$ cat config.mk
export PLATFORM = sky130hd
export DESIGN_NAME = segre_instr_encoder
export DESIGN_NICKNAME = d
export VERILOG_FILES = /design/src/rtl/segre_pkg.sv /design/src/rtl/segre_instr_pack.sv /design/src/rtl/segre_instr_encoder.sv
export SDC_FILE = /design/constraint.sdc
export NUM_CORES = 1
export LEC_CHECK = 0
export ABC_AREA = 0
export BUFFER_PORTS_ARGS = -buffer_cell sky130_fd_sc_hd__buf_2
export CAP_MARGIN = 15
export CORE_UTILIZATION = 35
export DETAILED_ROUTE_END_ITERATION = 12
export GPL_TIMING_DRIVEN = 1
export SYNTH_ARGS = -nofsm -noshare
export SYNTH_HDL_FRONTEND = slang
export SYNTH_SLANG_ARGS = --single-unit
$ cat constraint.sdc
create_clock -name clk_i -period 3.6 [get_ports clk_i]
set_input_delay 0.54 -clock clk_i [delete_from_list [all_inputs] [get_ports clk_i]]
set_output_delay 0.54 -clock clk_i [all_outputs]
set_load 0.02 [all_outputs]
$ cat src/rtl/segre_pkg.sv
// Shared RV32I types for the segre encoder slice: opcodes, instruction formats,
// the canonical NOP and a sign-fit helper used by the optional immediate range check.
package segre_pkg;

   typedef enum logic [6:0] {
      OPC_LOAD     = 7'h03,
      OPC_MISC_MEM = 7'h0F,
      OPC_OP_IMM   = 7'h13,
      OPC_AUIPC    = 7'h17,
      OPC_STORE    = 7'h23,
      OPC_OP       = 7'h33,
      OPC_LUI      = 7'h37,
      OPC_BRANCH   = 7'h63,
      OPC_JALR     = 7'h67,
      OPC_JAL      = 7'h6F,
      OPC_SYSTEM   = 7'h73
   } opcode_e;

   typedef enum logic [2:0] {
      FMT_R = 3'd0,
      FMT_I = 3'd1,
      FMT_S = 3'd2,
      FMT_B = 3'd3,
      FMT_U = 3'd4,
      FMT_J = 3'd5
   } instr_fmt_e;

   localparam logic [31:0] NOP_INSTR = 32'h0000_0013;

   // True when v is representable as a signed value of the given bit count.
   function automatic logic sfits(input logic [31:0] v, input int unsigned bits);
      logic [31:0] hi;
      hi = 32'($signed(v) >>> (bits - 1));
      return (hi == '0) || (hi == '1);
   endfunction

endpackage

$ cat src/rtl/segre_instr_pack.sv
// Combinational RV32I field-to-word packer with an error flag.
// Define SEGRE_ENC_RANGE_CHECK_EN to reject immediates that do not fit their format.
module segre_instr_pack
   import segre_pkg::*;
#(
   parameter int unsigned WORD_SIZE = 32,
   parameter int unsigned REG_SIZE  = 5
) (
   input  logic [2:0]           fmt_i,
   input  logic [6:0]           opcode_i,
   input  logic [2:0]           funct3_i,
   input  logic [6:0]           funct7_i,
   input  logic [REG_SIZE-1:0]  rd_i,
   input  logic [REG_SIZE-1:0]  rs1_i,
   input  logic [REG_SIZE-1:0]  rs2_i,
   input  logic [WORD_SIZE-1:0] imm_i,
   output logic [WORD_SIZE-1:0] word_o,
   output logic                 err_o
);

   logic range_ok;

   always_comb begin
      word_o   = NOP_INSTR;
      err_o    = 1'b0;
      range_ok = 1'b1;
      case (instr_fmt_e'(fmt_i))
         FMT_R: word_o = {funct7_i, rs2_i, rs1_i, funct3_i, rd_i, opcode_i};
         FMT_I: begin
            word_o = {imm_i[11:0], rs1_i, funct3_i, rd_i, opcode_i};
`ifdef SEGRE_ENC_RANGE_CHECK_EN
            range_ok = sfits(imm_i, 12);
`endif
         end
         FMT_S: begin
            word_o = {imm_i[11:5], rs2_i, rs1_i, funct3_i, imm_i[4:0], opcode_i};
`ifdef SEGRE_ENC_RANGE_CHECK_EN
            range_ok = sfits(imm_i, 12);
`endif
         end
         FMT_B: begin
            word_o = {imm_i[12], imm_i[10:5], rs2_i, rs1_i, funct3_i,
                      imm_i[4:1], imm_i[11], opcode_i};
`ifdef SEGRE_ENC_RANGE_CHECK_EN
            range_ok = sfits(imm_i, 13) && !imm_i[0];
`endif
         end
         FMT_U: begin
            word_o = {imm_i[31:12], rd_i, opcode_i};
`ifdef SEGRE_ENC_RANGE_CHECK_EN
            range_ok = (imm_i[11:0] == '0);
`endif
         end
         FMT_J: begin
            word_o = {imm_i[20], imm_i[10:1], imm_i[11], imm_i[19:12], rd_i, opcode_i};
`ifdef SEGRE_ENC_RANGE_CHECK_EN
            range_ok = sfits(imm_i, 21) && !imm_i[0];
`endif
         end
         default: err_o = 1'b1;
      endcase
      if (!range_ok) begin
         word_o = NOP_INSTR;
         err_o  = 1'b1;
      end
   end

endmodule

$ cat src/rtl/segre_instr_encoder.sv
// Streaming RV32I assembler: packs decoded field sets and writes them to imem at
// consecutive word addresses. SEGRE_ENC_RANGE_CHECK_EN enables immediate range checks.
module segre_instr_encoder
   import segre_pkg::*;
#(
   parameter int unsigned WORD_SIZE = 32,
   parameter int unsigned REG_SIZE  = 5,
   parameter int unsigned ADDR_SIZE = 32,
   parameter int unsigned CNT_SIZE  = 16
) (
   input  logic                 clk_i,
   input  logic                 rst_i,
   input  logic                 start_i,
   input  logic [ADDR_SIZE-1:0] base_addr_i,
   input  logic [CNT_SIZE-1:0]  count_i,
   input  logic                 fld_valid_i,
   output logic                 fld_ready_o,
   input  logic [2:0]           fld_fmt_i,
   input  logic [6:0]           fld_opcode_i,
   input  logic [2:0]           fld_funct3_i,
   input  logic [6:0]           fld_funct7_i,
   input  logic [REG_SIZE-1:0]  fld_rd_i,
   input  logic [REG_SIZE-1:0]  fld_rs1_i,
   input  logic [REG_SIZE-1:0]  fld_rs2_i,
   input  logic [WORD_SIZE-1:0] fld_imm_i,
   output logic                 mem_we_o,
   output logic [ADDR_SIZE-1:0] mem_addr_o,
   output logic [WORD_SIZE-1:0] mem_wdata_o,
   input  logic                 mem_ready_i,
   output logic                 busy_o,
   output logic                 done_o,
   output logic                 err_o
);

   localparam logic [1:0] S_IDLE  = 2'd0;
   localparam logic [1:0] S_RUN   = 2'd1;
   localparam logic [1:0] S_DRAIN = 2'd2;
   localparam logic [1:0] S_DONE  = 2'd3;

   logic [1:0]           state_q, state_d;
   logic [ADDR_SIZE-1:0] addr_q, addr_d;
   logic [CNT_SIZE-1:0]  cnt_q, cnt_d;
   logic [CNT_SIZE-1:0]  acc_q, acc_d;
   logic [CNT_SIZE-1:0]  wr_q, wr_d;
   logic                 stage_valid_q, stage_valid_d;
   logic [WORD_SIZE-1:0] stage_q, stage_d;
   logic                 err_q, err_d;

   logic [WORD_SIZE-1:0] pack_word;
   logic                 pack_err;
   logic                 fld_acc, wr_acc;

   segre_instr_pack #(
      .WORD_SIZE(WORD_SIZE),
      .REG_SIZE (REG_SIZE)
   ) u_pack (
      .fmt_i   (fld_fmt_i),
      .opcode_i(fld_opcode_i),
      .funct3_i(fld_funct3_i),
      .funct7_i(fld_funct7_i),
      .rd_i    (fld_rd_i),
      .rs1_i   (fld_rs1_i),
      .rs2_i   (fld_rs2_i),
      .imm_i   (fld_imm_i),
      .word_o  (pack_word),
      .err_o   (pack_err)
   );

   // A field may enter whenever the stage is empty or draining this same cycle.
   assign wr_acc      = stage_valid_q && mem_ready_i;
   assign fld_ready_o = (state_q == S_RUN) && (acc_q < cnt_q) && (!stage_valid_q || mem_ready_i);
   assign fld_acc     = fld_valid_i && fld_ready_o;

   assign mem_we_o    = stage_valid_q;
   assign mem_addr_o  = addr_q;
   assign mem_wdata_o = stage_q;
   assign busy_o      = (state_q == S_RUN) || (state_q == S_DRAIN);
   assign done_o      = (state_q == S_DONE);
   assign err_o       = err_q;

   always_comb begin
      state_d       = state_q;
      addr_d        = addr_q;
      cnt_d         = cnt_q;
      acc_d         = acc_q;
      wr_d          = wr_q;
      stage_valid_d = stage_valid_q;
      stage_d       = stage_q;
      err_d         = err_q;

      if (wr_acc) begin
         wr_d          = wr_q + 1'b1;
         addr_d        = addr_q + ADDR_SIZE'(4);
         stage_valid_d = 1'b0;
      end
      if (fld_acc) begin
         acc_d         = acc_q + 1'b1;
         stage_valid_d = 1'b1;
         stage_d       = pack_word;
         if (pack_err) err_d = 1'b1;
      end

      case (state_q)
         S_IDLE: begin
            if (start_i) begin
               addr_d  = base_addr_i & ~ADDR_SIZE'(3);
               cnt_d   = count_i;
               acc_d   = '0;
               wr_d    = '0;
               err_d   = 1'b0;
               state_d = (count_i == '0) ? S_DONE : S_RUN;
            end
         end
         S_RUN:   if (fld_acc && (acc_d == cnt_q)) state_d = S_DRAIN;
         S_DRAIN: if (wr_d == cnt_q) state_d = S_DONE;
         default: state_d = S_IDLE;
      endcase
   end

   always_ff @(posedge clk_i) begin
      if (rst_i) begin
         state_q       <= S_IDLE;
         addr_q        <= '0;
         cnt_q         <= '0;
         acc_q         <= '0;
         wr_q          <= '0;
         stage_valid_q <= 1'b0;
         stage_q       <= '0;
         err_q         <= 1'b0;
      end else begin
         state_q       <= state_d;
         addr_q        <= addr_d;
         cnt_q         <= cnt_d;
         acc_q         <= acc_d;
         wr_q          <= wr_d;
         stage_valid_q <= stage_valid_d;
         stage_q       <= stage_d;
         err_q         <= err_d;
      end
   end

endmodule

# Word-level counts from Yosys, hierarchy flattened
# Cells that the tools add are included.
# op_classes
mux	21
n_reduce_logical	15
order_cmp	1
eq_ne	13
n_addsub	3
# ops
op	count
$pmux 32 s6	1
$mux 16	6
$mux 32	3
$add 16x1->16 const B	2
$add 32x3->32 const B	1
$eq 16x16->1	2
$logic_not 16->1	1
$lt 16x16->1	1
$mux 2	4
$eq 3x2->1 const B	2
$eq 3x3->1 const B	2
$mux 1	6
$pmux 2 s3	1
$reduce_or 6->1	1
$logic_and 1x1->1	5
$eq 2x2->1 const B	2
$ne 2x1->1 const B	2
$eq 3x1->1 const B	1
$logic_not 3->1	1
$reduce_and 3->1	1
$eq 2x1->1 const B	1
$logic_not 2->1	1
$logic_or 1x1->1	2
$ne 2x2->1 const B	1
3 further kinds	3
# totals
inputBits	120
elab_cells	61
out_inout_bits	69
ff_bits	116

# Longest topological paths before layout
# depth
word_depth	9
mapped_depth	13

# Cells and area by module
# A second synthesis with hierarchy kept.
# unflattened
hier_cells	883
hier_area_um2	6910.4
# modules_own_cells
module	seq_area_each_um2	area_per_inst_um2	cells_per_inst	instances
segre_instr_encoder	2282.2	6309.8	795	1
segre_instr_pack	0.0	600.6	88	1

# Worst setup path before layout
# OpenSTA, ideal clock, no wires.
# synth_path
path_type	register -> register
startpoint	register cnt_q[6]
endpoint	register state_q[1]
path_stages_with_launch	12
n_path_buf	0
setup_ns	0.128
t_arrival_ns	3.049
period_less_slack_ns	3.177
required_ns	3.472
setup_slack_ns	0.423
path_cell_list	dfxtp_1 inv_1 ha_1 and2_0 a221o_1 a22o_1 or4_4 xnor2_2 and2_1 or4_1 o21ai_0 nand4_1
# synth_via
elab_chain_len	9
# synth_lines
item	line_no	text
from (decl)	segre_instr_encoder.sv:42	logic [CNT_SIZE-1:0] cnt_q, cnt_d;
from (signal assigned)	segre_instr_encoder.sv:133	cnt_q <= cnt_d;
$lt 16x16->1	segre_instr_encoder.sv:71	assign fld_ready_o = (state_q == S_RUN) && (acc_q < cnt_q) && (!stage_valid_q || mem_ready_i);
$logic_and 1x1->1 (2 in a row)	segre_instr_encoder.sv:71	
$logic_and 1x1->1	segre_instr_encoder.sv:72	assign fld_acc = fld_valid_i && fld_ready_o;
$mux 16	segre_instr_encoder.sv:96	if (fld_acc) begin
$eq 16x16->1	segre_instr_encoder.sv:114	S_RUN: if (fld_acc && (acc_d == cnt_q)) state_d = S_DRAIN;
$logic_and 1x1->1	segre_instr_encoder.sv:114	
$ne 2x1->1 (no source line)	n/a	
$reduce_and 3->1 (no source line) *	n/a	
to (signal assigned)	segre_instr_encoder.sv:131	state_q <= state_d;
to (decl)	segre_instr_encoder.sv:40	logic [1:0] state_q, state_d;
# Every way passes the cells marked *; elsewhere a longest branch is shown, timed or not.
# A chain may end at the register's enable or synchronous reset.

# Worst setup path after layout
# layout_path
startpoint	register cnt_q[5]
endpoint	register state_q[0]
# The elaborated chain is that of the path after synthesis.

==> results.rst <==
.. list-table::
   :header-rows: 1

   * - Metric
     - Value
   * - Non-filler instance count after layout
     - 1281
   * - Layout cells sized above 1
     - 26.46%
   * - Starting utilization of the core area
     - 35.62%
   * - Clock sinks
     - 114
   * - Reg clk slew, reported paths
     - 60 ps
   * - Via density per instance
     - 5.308
   * - Final critical-path required period
     - 3523 ps
   * - Number of CTS-inserted buffers
     - 17
   * - Overall die area
     - 19590 sq um
   * - Number of gates resized after cts
     - 0
   * - Sequential area share after synthesis
     - 34.25%
   * - Die height
     - 140.0 microns
   * - Top cells by instance count after synthesis
     - nor2_1 (117), dfxtp_1 (114), nand2_1 (91)
   * - Remaining DRCs
     - 0
   * - Final setup fails
     - 0
   * - Largest cells by area after synthesis
     - dfxtp_1 (34%), nor2_1 (6.6%), xnor2_1 (5.4%)
   * - CTS tree
     - yes
   * - Status
     - finished, final reports clean
   * - Share of Yosys cell area claimed by the top area cell type
     - 34.25%
   * - Overall global routing resource usage
     - 21.59%
   * - Class of the tightest hold or removal check
     - primary input to flip-flop
   * - Number of rows in the core area
     - 50
   * - Number of pins with negative max-slew slack in the final report
     - 0
   * - Via count of the first global-routing pass
     - 6376
   * - DRC violation total after the first TritonRoute iteration
     - 416
   * - Number of I/O port buffers
     - 184
   * - EDFF count, synth
     - 0
   * - Total number of vias
     - 6800
   * - Number of cells on the worst reg-to-reg path
     - 12
   * - Io pins
     - 189
   * - Depth of the CTS H-tree
     - 4
   * - CTS root buf
     - clkbuf_16
   * - Unrepaired setup endpoints after global routing
     - false
   * - Total Neg Setup Slack
     - 0 ps
   * - Worst setup path endpoint
     - state_q[0]
   * - Total Nets Final
     - 1178
   * - Longest Clk Path Bufs
     - 2
   * - FF-to-FF Start
     - cnt_q[5]
   * - Max Clock Skew
     - 10.09 ps
   * - Worst setup margin
     - 76.99 ps
   * - Hold-fix buffers, CTS
     - 0
   * - Biggest fanout along the worst timing path
     - 10
   * - Mapped Area
     - 6663 sq um
   * - Worst endpoint data arrival time
     - 3820 ps
   * - Total of flip-flops plus latches after synthesis
     - 114
   * - First-pass GRT wire length
     - 33280 microns
   * - HPWL after DPL
     - 15450 microns
   * - Cell count after synthesis
     - 837
   * - Period utilisation layout
     - 97.86%
   * - Post CTS Setup Buffer Count
     - 0
   * - Final Hold Viols
     - 0
   * - Timing startpoint of the critical path
     - cnt_q[5]
   * - R2r setup slk
     - 80 ps
   * - R2r endpoint
     - state_q[0]
   * - Transition time of the tightest slew-check pin
     - 818.2 ps
   * - Clock latency on the worst-skew pair
     - 420 ps
   * - Data required time at the worst endpoint
     - 3890 ps
   * - Area leader, netlist
     - dfxtp_1
   * - Achievable frequency
     - 283.8 MHz
   * - Core ar.
     - 18710 sq um
   * - Largest vdd supply drop
     - 0.3612 mV
   * - Worst slack at placement
     - 166.4 ps
   * - Crit start category
     - flip-flop
   * - Antenna diodes
     - 0
   * - Routed wire length per instance
     - 16.21 microns
   * - Final weighted congestion in routability-driven placement
     - 0.8748
   * - Length of the first detailed-routing pass in iterations
     - 6
   * - Pin count of the biggest net entering global routing
     - 77
   * - Leakage component of the power
     - 3.556 nW
   * - Most frequent cell after synthesis
     - nor2_1
   * - Prevailing post-synth register cell
     - dfxtp_1
   * - Area added between synthesis and finish
     - 29.48%
   * - Avg Inst Size Synth
     - 7.960 sq um
   * - Fraction of synthesis flops using an asynchronous set or reset pin
     - 0%
   * - Die span in x
     - 140.0 microns
   * - Cell total after placement
     - 1250
   * - Gr ovfl total
     - 0
   * - Worst Setup Path Type
     - flip-flop to flip-flop
   * - Max-cap violation count
     - 0
   * - Normalized max-slew margin
     - 45.25%
   * - Post-synthesis cell type count
     - 67
   * - Yosys synthesis warning count
     - 0
   * - Pwr dens
     - 592.1 nW/um^2
   * - Antenna Violating Nets Remaining
     - 0
   * - Initial antenna violation count
     - 0
   * - Crit. End Element
     - flip-flop
   * - Detailed-route wire length
     - 20770 microns
==> metal layers <==
metal / track usage [%] / wire [microns] / vias up / part of all wire (%)
met2: 36.61 / 9816 / 213 / 47
met1: 27.21 / 9413 / 3147 / 45
met3: 5.641 / 1301 / 20 / 6.3
met4: 5.263 / 238 / 0 / 1.1
met5: 0 / 0 / - / 0
li1: - / - / 3420 / -
==> kinds of logic after synthesis <==
logic type / Yosys count / synth area share, %
simple gates: 377 / 27.51
compound gates: 161 / 17.78
flops: 114 / 34.25
buf+inv: 77 / 4.582
xor+xnor: 72 / 9.577
fa+ha+maj: 23 / 4.319
mux: 12 / 1.915
other cells: 1 / 0.05628
==> state kept, by name (all words and copies together), names as in the netlist <==
| signal | count |
|---|---|
| state_q | 2 |
| mem_addr_o | 30 |
| acc_q | 16 |
| cnt_q | 16 |
| wr_q | 16 |
| err_o | 1 |
| mem_we_o | 1 |
| mem_wdata_o | 32 |
==> through the flow <==
step	hold slack, ps	cell area, sq um	utilization [%]	power [W]
finish	378.9	8627	46.12	0.005108
global route	376.1	8627	46.12	0.005414
CTS	363.5	8621	46.09	0.005146
detailed placement	446.3	8011	42.83	0.003369
global placement	438.0	8011	42.83	0.003358
floorplan	461.8	6666	-	0.002753
==> critical path, stage by stage, from the launching register on <==
cell      delay (ps)
dfxtp_1          320
inv_1             90
ha_1             330
a21o_1           170
a221o_1          360
a22o_1           270
buf_4            200
o311a_1          340
a211oi_1         270
nand4b_1         220
or4_1            550
o21ai_0          180
nand4_1           90
==> area by class of cell <==
| cell class | instances | area, sq um |
|---|---|---|
| sequential | 114 | 2282 |
| clock inverter | 11 | 152.6 |
| timing repair buffer | 227 | 1244 |
| clock buffer | 20 | 456.7 |
| tap | 234 | 292.8 |
| fill | 1830 | 10080 |
| multi-input combinational | 647 | 4094 |
| inverter | 28 | 105.1 |
==> where the power goes <==
| group | internal, W | total, W | switching (W) |
|---|---|---|---|
| logic | 0.000639 | 0.00173 | 0.00109 |
| clock network | 0.00113 | 0.00176 | 0.000630 |
| registers | 0.00146 | 0.00162 | 0.000157 |
==> how the worst min path moves through the flow <==
stage | from | endpoint | slack (ps) | cells after the start
detailed placement | mem_wdata_o[3] | mem_wdata_o[3] | 450 | 2
finish | count_i[8] | cnt_q[8] | 380 | 3
floorplan | cnt_q[4] | cnt_q[4] | 460 | 2
global placement | mem_wdata_o[6] | mem_wdata_o[6] | 440 | 2
global route | count_i[8] | cnt_q[8] | 380 | 3
CTS | count_i[11] | cnt_q[11] | 360 | 3
==> layout by cell type (no fill, tap or decap), types with 29 or more instances in the layout <==
master	netlist	routed
a211oi_1	30	30
a21oi_1	34	34
buf_2	7	184
buf_4	2	43
dfxtp_1	114	114
nand2_1	91	90
nand3_1	29	29
nor2_1	117	117
nor3_1	43	43
xnor2_1	41	41
xor2_1	30	30
No activity file was read; power rests on OpenSTA's default activity.
